## src/rtl/ghost_direction_scheduler_if.sv

```systemverilog
// Scheduler-facing bundle: NIOS request/status, frame tick, maze wall-check handshake and ghost mover outputs.
interface ghost_direction_scheduler_if #(
  parameter int OVR_CNT_W = 8
);
  logic                 frame_tick;
  logic                 nios_dir_we;
  logic [15:0]          nios_dir_word;
  logic                 query_req;
  logic [1:0]           query_ghost;
  logic [2:0]           query_dir;
  logic                 query_ack;
  logic                 query_legal;
  logic [3:0][2:0]      ghost_dir_fpga;
  logic [15:0]          ghost_dir_status;
  logic                 busy;
  logic                 done;
  logic                 timeout_flag;
  logic [OVR_CNT_W-1:0] overrun_cnt;

  modport master (
    output frame_tick, nios_dir_we, nios_dir_word, query_ack, query_legal,
    input  query_req, query_ghost, query_dir, ghost_dir_fpga, ghost_dir_status,
           busy, done, timeout_flag, overrun_cnt
  );

  modport slave (
    input  frame_tick, nios_dir_we, nios_dir_word, query_ack, query_legal,
    output query_req, query_ghost, query_dir, ghost_dir_fpga, ghost_dir_status,
           busy, done, timeout_flag, overrun_cnt
  );
endinterface

```

## src/rtl/ghost_direction_scheduler.sv

```systemverilog
// Per-frame ghost direction sequencer: checks each requested direction with the maze and commits legal ones.
// Two cycles per ghost with an immediate ack; query_req is held until ack or QUERY_TIMEOUT; all outputs registered.
module ghost_direction_scheduler #(
  parameter int QUERY_TIMEOUT = 16,
  parameter int OVR_CNT_W     = 8
) (
  input  logic                       Clk,
  input  logic                       Reset_n,
  ghost_direction_scheduler_if.slave bus
);

  typedef enum logic [1:0] {
    S_IDLE,
    S_QUERY,
    S_COMMIT,
    S_DONE
  } state_t;

  localparam logic [7:0]           TMO_LAST = 8'(QUERY_TIMEOUT - 1);
  localparam logic [OVR_CNT_W-1:0] OVR_MAX  = {OVR_CNT_W{1'b1}};
  localparam logic [OVR_CNT_W-1:0] OVR_ONE  = {{(OVR_CNT_W-1){1'b0}}, 1'b1};

  state_t               r_state, w_state_nxt;
  logic [3:0][2:0]      r_pending;
  logic [3:0][2:0]      r_snap, w_snap_nxt;
  logic [3:0][2:0]      r_dirs, w_dirs_nxt;
  logic [1:0]           r_idx, w_idx_nxt;
  logic                 r_legal, w_legal_nxt;
  logic [7:0]           r_tmo_cnt, w_tmo_nxt;
  logic                 r_req, w_req_nxt;
  logic [1:0]           r_qghost, w_qghost_nxt;
  logic [2:0]           r_qdir, w_qdir_nxt;
  logic [15:0]          r_status, w_status_nxt;
  logic                 r_busy, w_busy_nxt;
  logic                 r_done, w_done_nxt;
  logic                 r_tflag, w_tflag_nxt;
  logic [OVR_CNT_W-1:0] r_ovr, w_ovr_nxt;

  logic                 w_launch;
  logic [1:0]           w_launch_idx;
  logic [2:0]           w_launch_dir;
  logic [1:0]           w_idx_inc;
  logic [2:0]           w_cur_dir;
  logic                 w_unused_bits;

  // Only directions 1..4 need the wall check; stop is always legal, 5..7 never.
  function automatic logic needs_query(input logic [2:0] d);
    return (d != 3'd0) && (d <= 3'd4);
  endfunction

  assign w_idx_inc     = r_idx + 2'd1;
  assign w_cur_dir     = r_snap[r_idx];
  assign w_unused_bits = ^{bus.nios_dir_word[15], bus.nios_dir_word[11],
                           bus.nios_dir_word[7], bus.nios_dir_word[3]};

  // Pending word is independent of the FSM so NIOS writes never disturb a pass.
  always_ff @(posedge Clk or negedge Reset_n) begin
    if (!Reset_n) begin
      r_pending <= '0;
    end else if (bus.nios_dir_we) begin
      r_pending <= {bus.nios_dir_word[14:12], bus.nios_dir_word[10:8],
                    bus.nios_dir_word[6:4], bus.nios_dir_word[2:0]};
    end
  end

  always_ff @(posedge Clk or negedge Reset_n) begin
    if (!Reset_n) begin
      r_state   <= S_IDLE;
      r_snap    <= '0;
      r_dirs    <= '0;
      r_idx     <= 2'd0;
      r_legal   <= 1'b0;
      r_tmo_cnt <= 8'd0;
      r_req     <= 1'b0;
      r_qghost  <= 2'd0;
      r_qdir    <= 3'd0;
      r_status  <= 16'd0;
      r_busy    <= 1'b0;
      r_done    <= 1'b0;
      r_tflag   <= 1'b0;
      r_ovr     <= '0;
    end else begin
      r_state   <= w_state_nxt;
      r_snap    <= w_snap_nxt;
      r_dirs    <= w_dirs_nxt;
      r_idx     <= w_idx_nxt;
      r_legal   <= w_legal_nxt;
      r_tmo_cnt <= w_tmo_nxt;
      r_req     <= w_req_nxt;
      r_qghost  <= w_qghost_nxt;
      r_qdir    <= w_qdir_nxt;
      r_status  <= w_status_nxt;
      r_busy    <= w_busy_nxt;
      r_done    <= w_done_nxt;
      r_tflag   <= w_tflag_nxt;
      r_ovr     <= w_ovr_nxt;
    end
  end

  always_comb begin
    w_state_nxt  = r_state;
    w_snap_nxt   = r_snap;
    w_dirs_nxt   = r_dirs;
    w_idx_nxt    = r_idx;
    w_legal_nxt  = r_legal;
    w_tmo_nxt    = r_tmo_cnt;
    w_req_nxt    = r_req;
    w_qghost_nxt = r_qghost;
    w_qdir_nxt   = r_qdir;
    w_busy_nxt   = r_busy;
    w_done_nxt   = 1'b0;
    w_tflag_nxt  = r_tflag;
    w_ovr_nxt    = r_ovr;
    w_launch     = 1'b0;
    w_launch_idx = 2'd0;
    w_launch_dir = 3'd0;

    if (bus.frame_tick && (r_state != S_IDLE) && (r_ovr != OVR_MAX)) begin
      w_ovr_nxt = r_ovr + OVR_ONE;
    end

    unique case (r_state)
      S_IDLE: begin
        if (bus.frame_tick) begin
          w_snap_nxt   = r_pending;
          w_idx_nxt    = 2'd0;
          w_tflag_nxt  = 1'b0;
          w_busy_nxt   = 1'b1;
          w_state_nxt  = S_QUERY;
          w_launch     = 1'b1;
          w_launch_idx = 2'd0;
          w_launch_dir = r_pending[0];
        end
      end

      S_QUERY: begin
        if (r_req) begin
          if (bus.query_ack) begin
            w_legal_nxt = bus.query_legal;
            w_req_nxt   = 1'b0;
            w_state_nxt = S_COMMIT;
          end else if (r_tmo_cnt == TMO_LAST) begin
            w_legal_nxt = 1'b0;
            w_tflag_nxt = 1'b1;
            w_req_nxt   = 1'b0;
            w_state_nxt = S_COMMIT;
          end else begin
            w_tmo_nxt = r_tmo_cnt + 8'd1;
          end
        end else begin
          w_legal_nxt = (w_cur_dir == 3'd0);
          w_state_nxt = S_COMMIT;
        end
      end

      S_COMMIT: begin
        if (r_legal) begin
          w_dirs_nxt[r_idx] = w_cur_dir;
        end
        if (r_idx == 2'd3) begin
          w_state_nxt = S_DONE;
          w_done_nxt  = 1'b1;
        end else begin
          w_idx_nxt    = w_idx_inc;
          w_state_nxt  = S_QUERY;
          w_launch     = 1'b1;
          w_launch_idx = w_idx_inc;
          w_launch_dir = r_snap[w_idx_inc];
        end
      end

      S_DONE: begin
        w_busy_nxt  = 1'b0;
        w_state_nxt = S_IDLE;
      end

      default: begin
        w_state_nxt = S_IDLE;
      end
    endcase

    // Request is raised on the edge that enters QUERY so an immediate ack costs no extra cycle.
    if (w_launch) begin
      w_tmo_nxt = 8'd0;
      if (needs_query(w_launch_dir)) begin
        w_req_nxt    = 1'b1;
        w_qghost_nxt = w_launch_idx;
        w_qdir_nxt   = w_launch_dir;
      end
    end
  end

  assign w_status_nxt = {1'b0, w_dirs_nxt[3], 1'b0, w_dirs_nxt[2],
                         1'b0, w_dirs_nxt[1], 1'b0, w_dirs_nxt[0]};

  assign bus.query_req        = r_req;
  assign bus.query_ghost      = r_qghost;
  assign bus.query_dir        = r_qdir;
  assign bus.ghost_dir_fpga   = r_dirs;
  assign bus.ghost_dir_status = r_status;
  assign bus.busy             = r_busy;
  assign bus.done             = r_done;
  assign bus.timeout_flag     = r_tflag;
  assign bus.overrun_cnt      = r_ovr;

endmodule
```

## src/flat_wrapper.sv

```systemverilog
// flat-port wrapper written by rule: the top's interface ports become plain ports
module ghost_direction_scheduler_flat 
#(
  parameter int QUERY_TIMEOUT = 16,
  parameter int OVR_CNT_W     = 8
)
  (Clk, Reset_n, bus_frame_tick, bus_nios_dir_we, bus_nios_dir_word, bus_query_ack, bus_query_legal, bus_query_req, bus_query_ghost, bus_query_dir, bus_ghost_dir_fpga, bus_ghost_dir_status, bus_busy, bus_done, bus_timeout_flag, bus_overrun_cnt);
  ghost_direction_scheduler_if #(.OVR_CNT_W(OVR_CNT_W)) bus_i ();
  input  logic Clk;
  input  logic Reset_n;
  input wire logic [$bits(bus_i.frame_tick)-1:0] bus_frame_tick;
  input wire logic [$bits(bus_i.nios_dir_we)-1:0] bus_nios_dir_we;
  input wire logic [$bits(bus_i.nios_dir_word)-1:0] bus_nios_dir_word;
  input wire logic [$bits(bus_i.query_ack)-1:0] bus_query_ack;
  input wire logic [$bits(bus_i.query_legal)-1:0] bus_query_legal;
  output wire logic [$bits(bus_i.query_req)-1:0] bus_query_req;
  output wire logic [$bits(bus_i.query_ghost)-1:0] bus_query_ghost;
  output wire logic [$bits(bus_i.query_dir)-1:0] bus_query_dir;
  output wire logic [$bits(bus_i.ghost_dir_fpga)-1:0] bus_ghost_dir_fpga;
  output wire logic [$bits(bus_i.ghost_dir_status)-1:0] bus_ghost_dir_status;
  output wire logic [$bits(bus_i.busy)-1:0] bus_busy;
  output wire logic [$bits(bus_i.done)-1:0] bus_done;
  output wire logic [$bits(bus_i.timeout_flag)-1:0] bus_timeout_flag;
  output wire logic [$bits(bus_i.overrun_cnt)-1:0] bus_overrun_cnt;
  assign bus_i.frame_tick = bus_frame_tick;
  assign bus_i.nios_dir_we = bus_nios_dir_we;
  assign bus_i.nios_dir_word = bus_nios_dir_word;
  assign bus_i.query_ack = bus_query_ack;
  assign bus_i.query_legal = bus_query_legal;
  assign bus_query_req = bus_i.query_req;
  assign bus_query_ghost = bus_i.query_ghost;
  assign bus_query_dir = bus_i.query_dir;
  assign bus_ghost_dir_fpga = bus_i.ghost_dir_fpga;
  assign bus_ghost_dir_status = bus_i.ghost_dir_status;
  assign bus_busy = bus_i.busy;
  assign bus_done = bus_i.done;
  assign bus_timeout_flag = bus_i.timeout_flag;
  assign bus_overrun_cnt = bus_i.overrun_cnt;
  ghost_direction_scheduler #(.QUERY_TIMEOUT(QUERY_TIMEOUT), .OVR_CNT_W(OVR_CNT_W)) u_core (.Clk(Clk), .Reset_n(Reset_n), .bus(bus_i));
endmodule
```

## config.mk

```make
export PLATFORM = sky130hd
export DESIGN_NAME = ghost_direction_scheduler_flat
export DESIGN_NICKNAME = d
export VERILOG_FILES = /design/src/rtl/ghost_direction_scheduler_if.sv /design/src/rtl/ghost_direction_scheduler.sv /design/src/flat_wrapper.sv
export SDC_FILE = /design/constraint.sdc
export NUM_CORES = 1
export LEC_CHECK = 0
export CAP_MARGIN = 20
export CORE_MARGIN = 10
export CORE_UTILIZATION = 55
export DETAILED_ROUTE_END_ITERATION = 12
export PLACE_DENSITY = 0.93
export SLEW_MARGIN = 15
export SYNTH_ARGS = -nofsm -noshare
export SYNTH_HDL_FRONTEND = slang
export SYNTH_SLANG_ARGS = --single-unit
```

## constraint.sdc

```tcl
create_clock -name Clk -period 6.25 [get_ports Clk]
set_input_delay 0.9375 -clock Clk [delete_from_list [all_inputs] [get_ports Clk]]
set_output_delay 0.9375 -clock Clk [all_outputs]
set_load 0.01 [all_outputs]
```

Word-level counts from Yosys, hierarchy flattened
Index checks and enable logic that the tools add are counted.
{"block": "classes", "reduce_logical": 21, "magnitude_cmp": 4, "eq_ne": 15, "addsub": 3, "muxes": 49}
{"operator": "$mux 8", "count": 5}
{"operator": "$mux 12", "count": 2}
{"operator": "$mux 1", "count": 18}
{"operator": "$mux 2", "count": 9}
{"operator": "$add 8x1->8 const B", "count": 2}
{"operator": "$mux 3", "count": 5}
{"operator": "$bmux 3 s2", "count": 2}
{"operator": "$bwmux 12", "count": 1}
{"operator": "$reduce_bool 2->1", "count": 6}
{"operator": "$reduce_and 2->1", "count": 5}
{"operator": "$eq 8x4->1 const B", "count": 1}
{"operator": "$ne 2x1->1 const B", "count": 4}
{"operator": "$ne 8x8->1 const B", "count": 1}
{"operator": "$pmux 2 s4", "count": 1}
{"operator": "$demux 3 s2", "count": 1}
{"operator": "$eq 2x2->1 const B", "count": 3}
{"operator": "$lt 2x3->1 const B", "count": 2}
{"operator": "$ne 2x2->1 const B", "count": 3}
{"operator": "$pmux 1 s2", "count": 3}
{"operator": "$pmux 3 s2", "count": 1}
{"operator": "$reduce_and 5->1", "count": 1}
{"operator": "$logic_and 1x1->1", "count": 4}
{"operator": "$ne 4x4->1 const B", "count": 1}
{"operator": "$pmux 2 s2", "count": 1}
{"operator": "other kinds (10)", "count": 10}
{"block": "word_totals", "output_inout_bits": 45, "inputBits": 22, "elab_cells": 116, "register_bits": 78}

Depth between registers and ports, before layout
Gate-level depths: netlist (run 1).
{"block": "logic_depth", "word_depth": 9, "mapped_depth": 9, "depth_no_buf": 7}

Least setup slack after synthesis (run 1)
No wires, ideal clock.
{"block": "synth_timing", "path_type": "register to register", "start": "register u_core.r_idx[0]", "end": "register u_core.r_qdir[0], in the netlist u_core.bus.query_dir[0]", "setup_ns": 0.128, "t_required_ns": 6.122, "stages_incl_launch_ff": 9, "slack_ns": 3.808, "arrival_ns": 2.314, "path_cell_list": "dfrtp_1 -> buf_6 -> inv_1 -> ha_1 -> mux4_2 -> a22o_1 -> buf_6 -> xnor2_2 -> mux2_1"}
{"block": "synth_via", "elab_chain_len": 8, "elab_cells_between_ends": 12}
{"element": "start: declaration", "line_no": "ghost_direction_scheduler.sv:27", "source": "logic [1:0] r_idx, w_idx_nxt;"}
{"element": "start signal: assignment", "line_no": "ghost_direction_scheduler.sv:86", "source": "r_idx <= w_idx_nxt;"}
{"element": "$add 2x1->2", "line_no": "ghost_direction_scheduler.sv:51", "source": "assign w_idx_inc = r_idx + 2'd1;"}
{"element": "$bmux 3 s2", "line_no": "ghost_direction_scheduler.sv:168", "source": "w_launch_dir = r_snap[w_idx_inc];"}
{"element": "$mux 3 (implied by the code)", "line_no": "ghost_direction_scheduler.sv:168"}
{"element": "$mux 3", "line_no": "ghost_direction_scheduler.sv:160", "source": "if (r_idx == 2'd3) begin"}
{"element": "$pmux 3 s2", "line_no": "ghost_direction_scheduler.sv:122", "source": "unique case (r_state)"}
{"element": "$le 3x3->1 or $reduce_bool 3->1 (tied branches)", "line_no": "ghost_direction_scheduler.sv:48", "source": "return (d != 3'd0) && (d <= 3'd4);"}
{"element": "$logic_and 1x1->1", "line_no": "ghost_direction_scheduler.sv:48"}
{"element": "$reduce_and 2->1 (no source line)"}
{"element": "end signal: assignment", "line_no": "ghost_direction_scheduler.sv:91", "source": "r_qdir <= w_qdir_nxt;"}
{"element": "end: declaration", "line_no": "ghost_direction_scheduler.sv:32", "source": "logic [2:0] r_qdir, w_qdir_nxt;"}
Several ways; a longest one is shown, not always the timed one. The select of a mux whose other input is x is not followed.
A chain may end at the register's enable or synchronous reset.

Worst setup path after layout (run 1)
{"block": "layout_timing", "start": "register u_core.r_idx[0]", "end": "register u_core.r_qdir[1], in the netlist u_core.bus.query_dir[1]"}
Same word-level chain as after synthesis.

==> reports/results.tsv, run 1 <==
metric	value	unit
global-route congestion overflow total	0	
crit path cell chain	inv_1, ha_1, mux4_2, a22o_1, xnor2_2, mux2_1	
highest net fanout along the worst path	12	
Syn-to-layout area delta	23.8	%
final critical-path share of the clock period	0.465	
ant diodes	0	
I/O pin count	67	
drt wl/cell	16.7	um
kind of capture point of the worst setup path	flop	
crit path DAT	3130	ps
reported leakage power	0.00168	uW
number of buffers and inverters on the critical path	1	
sequential standard cell area	1650	sq um
fraction of the mapped netlist area in compound gates	0.0571	
Post-Synthesis Mean Instance Area	12.7	sq um
worst endpoint required time	6470	ps
CTS tree	done	
Fill cells	392	
Max Buffers Root-to-Sink	2	
sequential area share after synthesis	0.527	
largest cells by area after synthesis	sky130_fd_sc_hd__dfrtp_1 53%, sky130_fd_sc_hd__mux2_2 14%, sky130_fd_sc_hd__mux4_2 4.3%, sky130_fd_sc_hd__buf_4 4.1%, sky130_fd_sc_hd__ha_1 2.4%	
# DRC	0	
synthesis-stage register bit count	66	
H-tree lvl count	3	
number of buffers inserted for hold repair after clock tree synthesis	0	
category of the critical setup timing path	flop to flop	
Distinct cells, synth	48	
effective utilization at floorplan	0.569	
Placement Rows	27	
Syn Std Cell Area	3130	sq um
total of buffers placed on input and output ports	58	
CP max-delay cell	sky130_fd_sc_hd__dfrtp_1	
setup violation total in the final timing report	0	
Detail Route Antenna Nets	0	
Sum Neg Setup Slack	0	ps
total number of clock tree sinks	66	
Clock Pin Slew Worst Setup and Hold Paths	70	ps
pin count of the biggest net entering global routing	67	
DIE AREA	9120	sq um
Simple-Gate Fraction of Synth Area	0.0918	
initial antenna violation count	0	
via count of the first global-routing pass	2213	
mean number of vias per cell	5.39	
Total GRT Usage	0.147	
total of warnings raised by yosys	0	
run status	complete, no violations	
largest area contributor in the netlist	sky130_fd_sc_hd__dfrtp_1	
clk_skew	5.67	ps
number of max-cap violations	0	
peak per-stage delay on the critical path	640	ps
transition time at the pin with the least slew margin	804	ps
Slew Limit Fails	0	
Top delay family on crit path	multiplexers	
global-route wire length before repair	10400	um
xor/xnor cell area share of the yosys netlist	0.0387	
routed wire length	6280	um
total number of vias	2027	
root buf cell	sky130_fd_sc_hd__clkbuf_8	
maximum VDD drop	213	uV
cells resized by post-CTS repair	0	
setup repair after global routing missed its margin	false	
areal power density over the cells	438	nW/um^2
Detail Placement HPWL	4580	um
share of final-layout standard cells stronger than drive strength 1	0.220	
dominant combinational cell family by area after synthesis	multiplexers	
crit path time final	2910	ps
share of the synthesized area in the top cell type	0.527	
nets	327	
1st-pass router iterations	4	
CTS buffer count	9	
maximum operating frequency	344	MHz
area of combinational cells with multiple inputs	1290	sq um
proportion of synthesized area in mux cells	0.193	
headroom to the max-slew limit	0.464	
floorplan die width	95.5	um
insertion delay of the later-clocked pin in the worst-skew pair	350	ps
Adder-Cell Fraction of Synth Area	0.0271	
height of the die	95.5	um
First DRT Iteration DRCs	85	
Final Wtd Congestion	0.765	
core region area	5510	sq um
class of the most critical hold timing path	flop to flop	
final hold viol count	0	
Post-CTS Setup Repair Bufs	0	
number of instances in the synthesized netlist	247	
Worst Setup Start Kind	flop	
Post-Route Hold Slack	494	ps
## cells by family after synthesis
group,after synthesis
flops,66
simple gates,53
mux,48
buf+inv,32
compound gates,27
xor+xnor,13
fa+ha+maj,7
other cells,1
## layer usage
metal,routed length (um),global-route usage,part of all wire,vias up
met2,3130,0.252,0.50,49
met3,419,0.0432,0.067,12
met1,2580,0.162,0.41,1005
li1,-,-,-,961
met5,0,0,0,-
met4,150,0.0749,0.024,0
## placed cells by master (no fill, tap or decap), types with 6 or more instances in the layout
cell type,n
sky130_fd_sc_hd__dfrtp_1,66
sky130_fd_sc_hd__clkdlybuf4s50_1,57
sky130_fd_sc_hd__mux2_2,38
sky130_fd_sc_hd__nand2_1,14
sky130_fd_sc_hd__clkbuf_8,13
sky130_fd_sc_hd__nor2_1,11
sky130_fd_sc_hd__inv_1,10
sky130_fd_sc_hd__nand3_1,8
sky130_fd_sc_hd__o21ai_0,8
sky130_fd_sc_hd__xnor2_1,8
sky130_fd_sc_hd__mux4_2,6
sky130_fd_sc_hd__ha_1,6
## cell type report
type                    count  area share
flip-flops and latches     66       0.426
clock inverters             1     0.00774
repair buffers             60       0.152
multi-input cells         152       0.333
inverters                  10     0.00967
clock buffers              15      0.0480
well taps                  72      0.0232
## sequential cells by signal, summed over array words and instances (netlist names)
register,cells
u_core.r_snap,12
u_core.bus.ghost_dir_status,3
u_core.bus.done,1
u_core.bus.query_ghost,2
u_core.r_idx,2
u_core.bus.query_req,1
u_core.bus.ghost_dir_fpga,9
u_core.r_legal,1
u_core.r_state,2
u_core.r_tmo_cnt,8
u_core.bus.timeout_flag,1
u_core.bus.busy,1
u_core.r_pending,12
u_core.bus.overrun_cnt,8
u_core.bus.query_dir,3
## worst paths after layout
check,startpoint,endpoint,slack [ps],cells past startpoint
setup reg to reg,u_core.r_idx[0],u_core.bus.query_dir[1],3340,6
setup / recovery,u_core.r_idx[0],u_core.bus.query_dir[1],3340,6
max in group asynchronous,Reset_n,u_core.r_pending[0],4960,2
hold / removal,u_core.bus.overrun_cnt[7],u_core.bus.overrun_cnt[7],490,1
hold reg to reg,u_core.bus.overrun_cnt[7],u_core.bus.overrun_cnt[7],490,1
min in group asynchronous,Reset_n,u_core.bus.overrun_cnt[6],750,2
## where the power goes
part	switching, uW	internal, uW	total [uW]
combinational	287	357	645
clock	155	228	383
sequential	123	550	673
## cells in the mapped netlist, drive strengths merged
| library cell | instances |
|---|---|
| dfrtp | 66 |
| mux2 | 40 |
| buf | 21 |
| nand2 | 14 |
| nor2 | 12 |
| o21ai | 11 |
| inv | 10 |
| xnor2 | 9 |
| nand3 | 8 |
| ha | 6 |
| mux4 | 6 |
| a21oi | 4 |
| xor2 | 4 |
| a22o | 3 |
| and2 | 3 |
| a21o | 2 |
| and4 | 2 |
| mux2i | 2 |
| nor3b | 2 |
| o41ai | 2 |
| or3 | 2 |
| a211oi | 1 |
| a311o | 1 |
| a31oi | 1 |
| and3 | 1 |
| and4bb | 1 |
| clkbuf | 1 |
| conb | 1 |
| maj3 | 1 |
| nand2b | 1 |
| nand4b | 1 |
| nor2b | 1 |
| nor3 | 1 |
| nor4 | 1 |
| o2bb2ai | 1 |
| o32ai | 1 |
| or2 | 1 |
| or3b | 1 |
| or4 | 1 |
## stage by stage
stage,instance area (sq um),total power [uW],cells,setup slack [ps],utilization
after CTS,3880,1720,376,3300,0.705
after floorplan,3150,1090,250,3810,-
after global placement,3660,1290,360,3310,0.665
after detailed placement,3660,1330,360,3260,0.665
after global routing,3880,1810,376,3170,0.705
final,3880,1700,376,3340,0.705
Note: power is estimated with default switching activity, not from simulation.
==> inputs of run 2 (changes only) <==
--- a/config.mk
+++ b/config.mk
@@ -7,9 +7,9 @@
 export LEC_CHECK = 0
 export CAP_MARGIN = 20
 export CORE_MARGIN = 10
-export CORE_UTILIZATION = 55
+export CORE_UTILIZATION = 51
 export DETAILED_ROUTE_END_ITERATION = 12
-export PLACE_DENSITY = 0.93
+export PLACE_DENSITY = 0.88
 export SLEW_MARGIN = 15
 export SYNTH_ARGS = -nofsm -noshare
 export SYNTH_HDL_FRONTEND = slang
==> constraint.sdc (replaced) <==
create_clock -name Clk -period 2.9 [get_ports Clk]
set_input_delay 0.435 -clock Clk [delete_from_list [all_inputs] [get_ports Clk]]
set_output_delay 0.435 -clock Clk [all_outputs]
set_load 0.01 [all_outputs]
==> run 2 against run 1 <==
  * Non-clock buffer count increased by 4
  * Clock power increased by 92%
  * Global-route usage decreased by 0.63 points
  * Utilization decreased by 5.3 points
  * Hold slack got worse by 310 ps
  * Flip-flop and latch count unchanged
  * Via count increased by 2.7%
  * Design area about the same
  * Die area increased by 6.2%
  * Register-to-register slack got worse by 2900 ps
  * First-iteration DRC count increased by 16%
  * Cell count increased by 1.9%
==> reports/results.tsv, run 2 (synthesized netlist as in run 1, its figures left out) <==
metric	value	unit	change
run status	complete, no violations		unchanged
core region area	5960	sq um	was 5510 sq um
DR WL met3	453	um	was 419 um
maximum VDD drop	506	uV	was 213 uV
drt wl/cell	16.9	um	was 16.7 um
fraction of power spent switching nets	0.343		was 0.332
routed wire length	6460	um	was 6280 um
total of buffers placed on input and output ports	58		unchanged
mean number of vias per cell	5.43		was 5.39
total number of clock tree sinks	66		unchanged
floorplan die width	98.4	um	was 95.5 um
crit path DAT	2720	ps	was 3130 ps
Total GRT Usage	0.141		was 0.147
crit path cell chain	inv_1, ha_1, mux4_2, a22o_1, xnor2_2, mux2_1		unchanged
Routed met2 length	3180	um	was 3130 um
Post-Place Cells	367		was 360
1st-pass router iterations	4		unchanged
Slew Limit Fails	0		unchanged
share of the core filled with cells	0.652		was 0.705
Fill cells	483		was 392
initial antenna violation count	0		unchanged
effective utilization at floorplan	0.526		was 0.569
clk_skew	7.66	ps	was 5.67 ps
class of the most critical hold timing path	input pin to asynchronous set/reset pin		was flop to flop
number of standard cells in the layout, taps in and fillers out	383		was 376
metal1 wirelength	2720	um	was 2580 um
pin count of the biggest net entering global routing	37		was 67
Detail Route Antenna Nets	0		unchanged
most frequent cells in the layout	66 x sky130_fd_sc_hd__dfrtp_1, 57 x sky130_fd_sc_hd__clkdlybuf4s50_1, 38 x sky130_fd_sc_hd__mux2_2, 14 x sky130_fd_sc_hd__nand2_1, 11 x sky130_fd_sc_hd__nor2_1		was 66 x sky130_fd_sc_hd__dfrtp_1, 57 x sky130_fd_sc_hd__clkdlybuf4s50_1, 38 x sky130_fd_sc_hd__mux2_2, 14 x sky130_fd_sc_hd__nand2_1, 13 x sky130_fd_sc_hd__clkbuf_8
H-tree lvl count	3		unchanged
Placement Rows	28		was 27
sequential share of power	0.397		was 0.396
peak per-stage delay on the critical path	520	ps	was 640 ps
final hold viol count	0		unchanged
CTS tree	done		unchanged
setup repair after global routing missed its margin	false		unchanged
transition time at the pin with the least slew margin	816	ps	was 804 ps
Syn-to-layout area delta	23.9	%	was 23.8%
insertion delay of the later-clocked pin in the worst-skew pair	340	ps	was 350 ps
number of max-cap violations	0		unchanged
highest net fanout along the worst path	7		was 12
internal power	2360	uW	was 1140 uW
final critical-path share of the clock period	0.860		was 0.465
number of buffers inserted for hold repair after clock tree synthesis	0		unchanged
kind of capture point of the worst setup path	flop		unchanged
most common library cell in the layout ignoring fill and taps	sky130_fd_sc_hd__dfrtp_1		unchanged
# DRC	0		unchanged
global-route wire length before repair	11200	um	was 10400 um
number of buffers and inverters on the critical path	1		unchanged
areal power density over the cells	927	nW/um^2	was 438 nW/um^2
portion of total power attributed to combinational logic	0.399		was 0.379
Post-CTS Setup Repair Bufs	0		unchanged
cells resized by post-CTS repair	0		unchanged
category of the critical setup timing path	flop to flop		unchanged
root buf cell	sky130_fd_sc_hd__clkbuf_8		unchanged
setup violation total in the final timing report	0		unchanged
area of combinational cells with multiple inputs	1290	sq um	unchanged
uppermost routed layer	met4		unchanged
Clock Pin Slew Worst Setup and Hold Paths	70	ps	about the same
sequential standard cell area	1650	sq um	unchanged
global-route congestion overflow total	0		unchanged
Detail Placement HPWL	4910	um	was 4580 um
Sum Neg Setup Slack	0	ps	unchanged
crit path time final	2490	ps	was 2910 ps
net switching power of the design	1240	uW	was 564 uW
via count of the first global-routing pass	2292		was 2213
share of final-layout standard cells stronger than drive strength 1	0.234		was 0.220
relative contribution of the clock network to total power	0.204		was 0.225
Final Wtd Congestion	0.749		was 0.765
maximum operating frequency	401	MHz	was 344 MHz
Max Buffers Root-to-Sink	2		unchanged
First DRT Iteration DRCs	99		was 85
I/O pin count	67		unchanged
CTS buffer count	9		unchanged
Worst Setup Start Kind	flop		unchanged
ant diodes	0		unchanged
worst endpoint required time	3130	ps	was 6470 ps
headroom to the max-slew limit	0.456		was 0.464
nets	331		was 327
Top delay family on crit path	multiplexers		unchanged
total number of vias	2081		was 2027
power consumption	3600	uW	was 1700 uW
height of the die	98.4	um	was 95.5 um
CP max-delay cell	sky130_fd_sc_hd__mux4_2		was sky130_fd_sc_hd__dfrtp_1
reported leakage power	0.00169	uW	was 0.00168 uW
DIE AREA	9680	sq um	was 9120 sq um
-- run 2: cell count changes in the layout (fill, tap and decap cells not counted) --
cell,change
sky130_fd_sc_hd__buf_4,+4
sky130_fd_sc_hd__clkinv_2,+4
sky130_fd_sc_hd__clkinvlp_4,+1
sky130_fd_sc_hd__clkbuf_1,-1
sky130_fd_sc_hd__clkbuf_8,-4
-- run 2: power groups by stage --
stage	combinational, uW	clock, uW	sequential (uW)
after CTS	1460	746	1430
after detailed placement	1450	0	1450
final	1440	734	1430
after global placement	1390	0	1420
after floorplan	915	0	1430
after global routing	1560	783	1480
-- run 2: layout make-up --
class,count,share of cell area
Multi-Input combinational cell,152,0.333
Timing Repair Buffer,64,0.160
Clock buffer,10,0.0329
Tap cell,75,0.0242
Sequential cell,66,0.425
Inverter,10,0.00967
Clock inverter,6,0.0148
-- run 2: per-layer routing --
metal / up-vias / global-route usage
li1: 974 / -
met1: 1039 / 0.160
met2: 57 / 0.232
met3: 11 / 0.0507
met4: 0 / 0.0617
met5: - / 0
-- run 2: final timing paths --
check / slack [ps] / startpoint / end / cells after the start
worst max-delay path: 410 / u_core.r_idx[0] / u_core.bus.query_dir[1] / 6
worst min-delay path: 190 / Reset_n / u_core.r_tmo_cnt[7] / 1
worst max register to register: 410 / u_core.r_idx[0] / u_core.bus.query_dir[1] / 6
worst min register to register: 500 / u_core.bus.overrun_cnt[7] / u_core.bus.overrun_cnt[7] / 1
max in group asynchronous: 1970 / Reset_n / u_core.bus.query_dir[2] / 2
min in group Clk: 500 / u_core.bus.overrun_cnt[7] / u_core.bus.overrun_cnt[7] / 1
-- run 2: stage by stage --
step           area [sq um]  worst slack, ps  hold slack (ps)
6_report               3880              407              185
3_5_place_dp           3700              388              481
5_1_grt                3880              264              251
2_1_floorplan          3150              458              139
4_1_cts                3880              388              209
3_3_place_gp           3700              479              481
==> inputs of run 3 (changes only) <==
--- a/config.mk
+++ b/config.mk
@@ -7,9 +7,9 @@
 export LEC_CHECK = 0
 export CAP_MARGIN = 20
 export CORE_MARGIN = 10
-export CORE_UTILIZATION = 51
+export CORE_UTILIZATION = 40
 export DETAILED_ROUTE_END_ITERATION = 12
-export PLACE_DENSITY = 0.88
+export PLACE_DENSITY = 0.73
 export SLEW_MARGIN = 15
 export SYNTH_ARGS = -nofsm -noshare
 export SYNTH_HDL_FRONTEND = slang
==> run 3 against run 2 <==
  * Non-clock buffer count unchanged
  * Critical path depth unchanged
  * Cell count grew 6.8%
  * Die area is 22% higher
  * Count of clock-buffer cells in the layout unchanged
  * First-iteration DRC count decreased by 19%
  * Flip-flop and latch count unchanged
  * Sequential share of layout area fell by 0.83 points
==> reports/results.tsv, run 3 (synthesized netlist as in run 1, its figures left out) <==
metric	value	unit	change
run status	complete, no violations		unchanged
Final Wtd Congestion	0.745		was 0.749
worst endpoint required time	3120	ps	was 3130 ps
Post-CTS Setup Repair Bufs	0		unchanged
total number of clock tree sinks	66		unchanged
Fill cells	708		was 483
Detail Placement HPWL	4810	um	was 4910 um
peak per-stage delay on the critical path	520	ps	about the same
Max Buffers Root-to-Sink	2		unchanged
total of buffers placed on input and output ports	58		unchanged
Detail Route Antenna Nets	0		unchanged
crit path cell chain	inv_1, ha_1, mux4_2, a22o_1, xnor2_2, mux2_1		unchanged
most frequent cells in the layout	66 x sky130_fd_sc_hd__dfrtp_1, 57 x sky130_fd_sc_hd__clkdlybuf4s50_1, 38 x sky130_fd_sc_hd__mux2_2, 14 x sky130_fd_sc_hd__nand2_1, 11 x sky130_fd_sc_hd__nor2_1		unchanged
class of the most critical hold timing path	input pin to asynchronous set/reset pin		unchanged
final non-filler cell area	3960	sq um	was 3880 sq um
Placed Area	3740	sq um	was 3700 sq um
core region area	7690	sq um	was 5960 sq um
sequential standard cell area	1650	sq um	unchanged
Placement Rows	32		was 28
# DRC	0		unchanged
root buf cell	sky130_fd_sc_hd__clkbuf_8		unchanged
routed wire length	6300	um	was 6460 um
CTS buffer count	9		unchanged
number of buffers inserted for hold repair after clock tree synthesis	0		unchanged
Sum Neg Setup Slack	0	ps	unchanged
power consumption	3710	uW	was 3600 uW
setup repair after global routing missed its margin	false		unchanged
Total GRT Usage	0.109		was 0.141
transition time at the pin with the least slew margin	661	ps	was 816 ps
First DRT Iteration DRCs	80		was 99
via count of the first global-routing pass	2047		was 2292
headroom to the max-slew limit	0.557		was 0.456
nets	331		unchanged
DIE AREA	11800	sq um	was 9680 sq um
share of the core filled with cells	0.515		was 0.652
ant diodes	0		unchanged
share of final-layout standard cells stronger than drive strength 1	0.235		was 0.234
maximum VDD drop	420	uV	was 506 uV
setup violation total in the final timing report	0		unchanged
final hold viol count	0		unchanged
effective utilization at floorplan	0.408		was 0.526
CTS tree	done		unchanged
clk_skew	8.20	ps	was 7.66 ps
final critical-path share of the clock period	0.847		was 0.860
drt wl/cell	15.4	um	was 16.9 um
Post-Route Hold Slack	117	ps	was 185 ps
highest net fanout along the worst path	7		unchanged
I/O pin count	67		unchanged
height of the die	109	um	was 98.4 um
cells resized by post-CTS repair	0		unchanged
crit path time final	2460	ps	was 2490 ps
floorplan die width	109	um	was 98.4 um
pin count of the biggest net entering global routing	38		was 37
number of buffers and inverters on the critical path	1		unchanged
H-tree lvl count	3		unchanged
maximum operating frequency	407	MHz	was 401 MHz
areal power density over the cells	936	nW/um^2	was 927 nW/um^2
1st-pass router iterations	4		unchanged
mean number of vias per cell	5.00		was 5.43
initial antenna violation count	0		unchanged
global-route congestion overflow total	0		unchanged
total number of vias	2045		was 2081
insertion delay of the later-clocked pin in the worst-skew pair	340	ps	about the same
Slew Limit Fails	0		unchanged
most common library cell in the layout ignoring fill and taps	sky130_fd_sc_hd__dfrtp_1		unchanged
category of the critical setup timing path	flop to flop		unchanged
kind of capture point of the worst setup path	flop		unchanged
crit path DAT	2680	ps	was 2720 ps
Clock Pin Slew Worst Setup and Hold Paths	80	ps	was 70 ps
area of combinational cells with multiple inputs	1290	sq um	unchanged
CP max-delay cell	sky130_fd_sc_hd__mux4_2		unchanged
number of max-cap violations	0		unchanged
reported leakage power	0.00171	uW	was 0.00169 uW
global-route wire length before repair	10100	um	was 11200 um
Worst Setup Start Kind	flop		unchanged
register-to-register path setup slack	440	ps	was 410 ps
Syn-to-layout area delta	26.3	%	was 23.9%
Top delay family on crit path	multiplexers		unchanged
## run 3: changes by cell type in the layout (fill, tap and decap cells not counted)
| cell | delta |
|---|---|
| sky130_fd_sc_hd__clkinv_4 | +1 |
| sky130_fd_sc_hd__clkbuf_1 | -1 |
| sky130_fd_sc_hd__clkbuf_8 | +1 |
| sky130_fd_sc_hd__buf_4 | -1 |
| sky130_fd_sc_hd__bufinv_16 | +1 |
| sky130_fd_sc_hd__buf_12 | +1 |
| sky130_fd_sc_hd__clkinvlp_4 | -1 |
| sky130_fd_sc_hd__clkinv_2 | -2 |
## run 3: final timing paths
path | start | end | cells after the start
worst max-delay path | u_core.r_idx[0] | u_core.bus.query_dir[1] | 6
worst min-delay path | Reset_n | u_core.r_tmo_cnt[6] | 1
worst max register to register | u_core.r_idx[0] | u_core.bus.query_dir[1] | 6
worst min register to register | u_core.bus.overrun_cnt[6] | u_core.bus.overrun_cnt[6] | 1
max in group asynchronous | Reset_n | u_core.r_snap[1] | 2
min in group Clk | u_core.bus.overrun_cnt[6] | u_core.bus.overrun_cnt[6] | 1
## run 3: stage by stage
step	cells	setup slack [ps]
final	409	444
after global routing	409	309
after CTS	409	413
after detailed placement	394	432
after global placement	394	474
after floorplan	250	458
## run 3: final cells by class
type,instances,area share
Clock buffer,10,0.0348
Timing Repair Buffer,64,0.160
Multi-Input combinational cell,152,0.327
Clock inverter,5,0.0199
Tap cell,102,0.0322
Sequential cell,66,0.417
Inverter,10,0.00948
## run 3: metal layers
metal  share of wire  routed length (um)  up-vias  GRT usage
li1                -                   -      971          -
met1            0.44                2740     1007      0.133
met2            0.47                2980       59      0.175
met3           0.075                 470        8     0.0309
met4           0.017                 104        0     0.0480
met5               0                   0        -          0
## run 3: power breakdown
part	internal (uW)	switching (uW)
logic	794	636
clock network	501	356
registers	1190	235
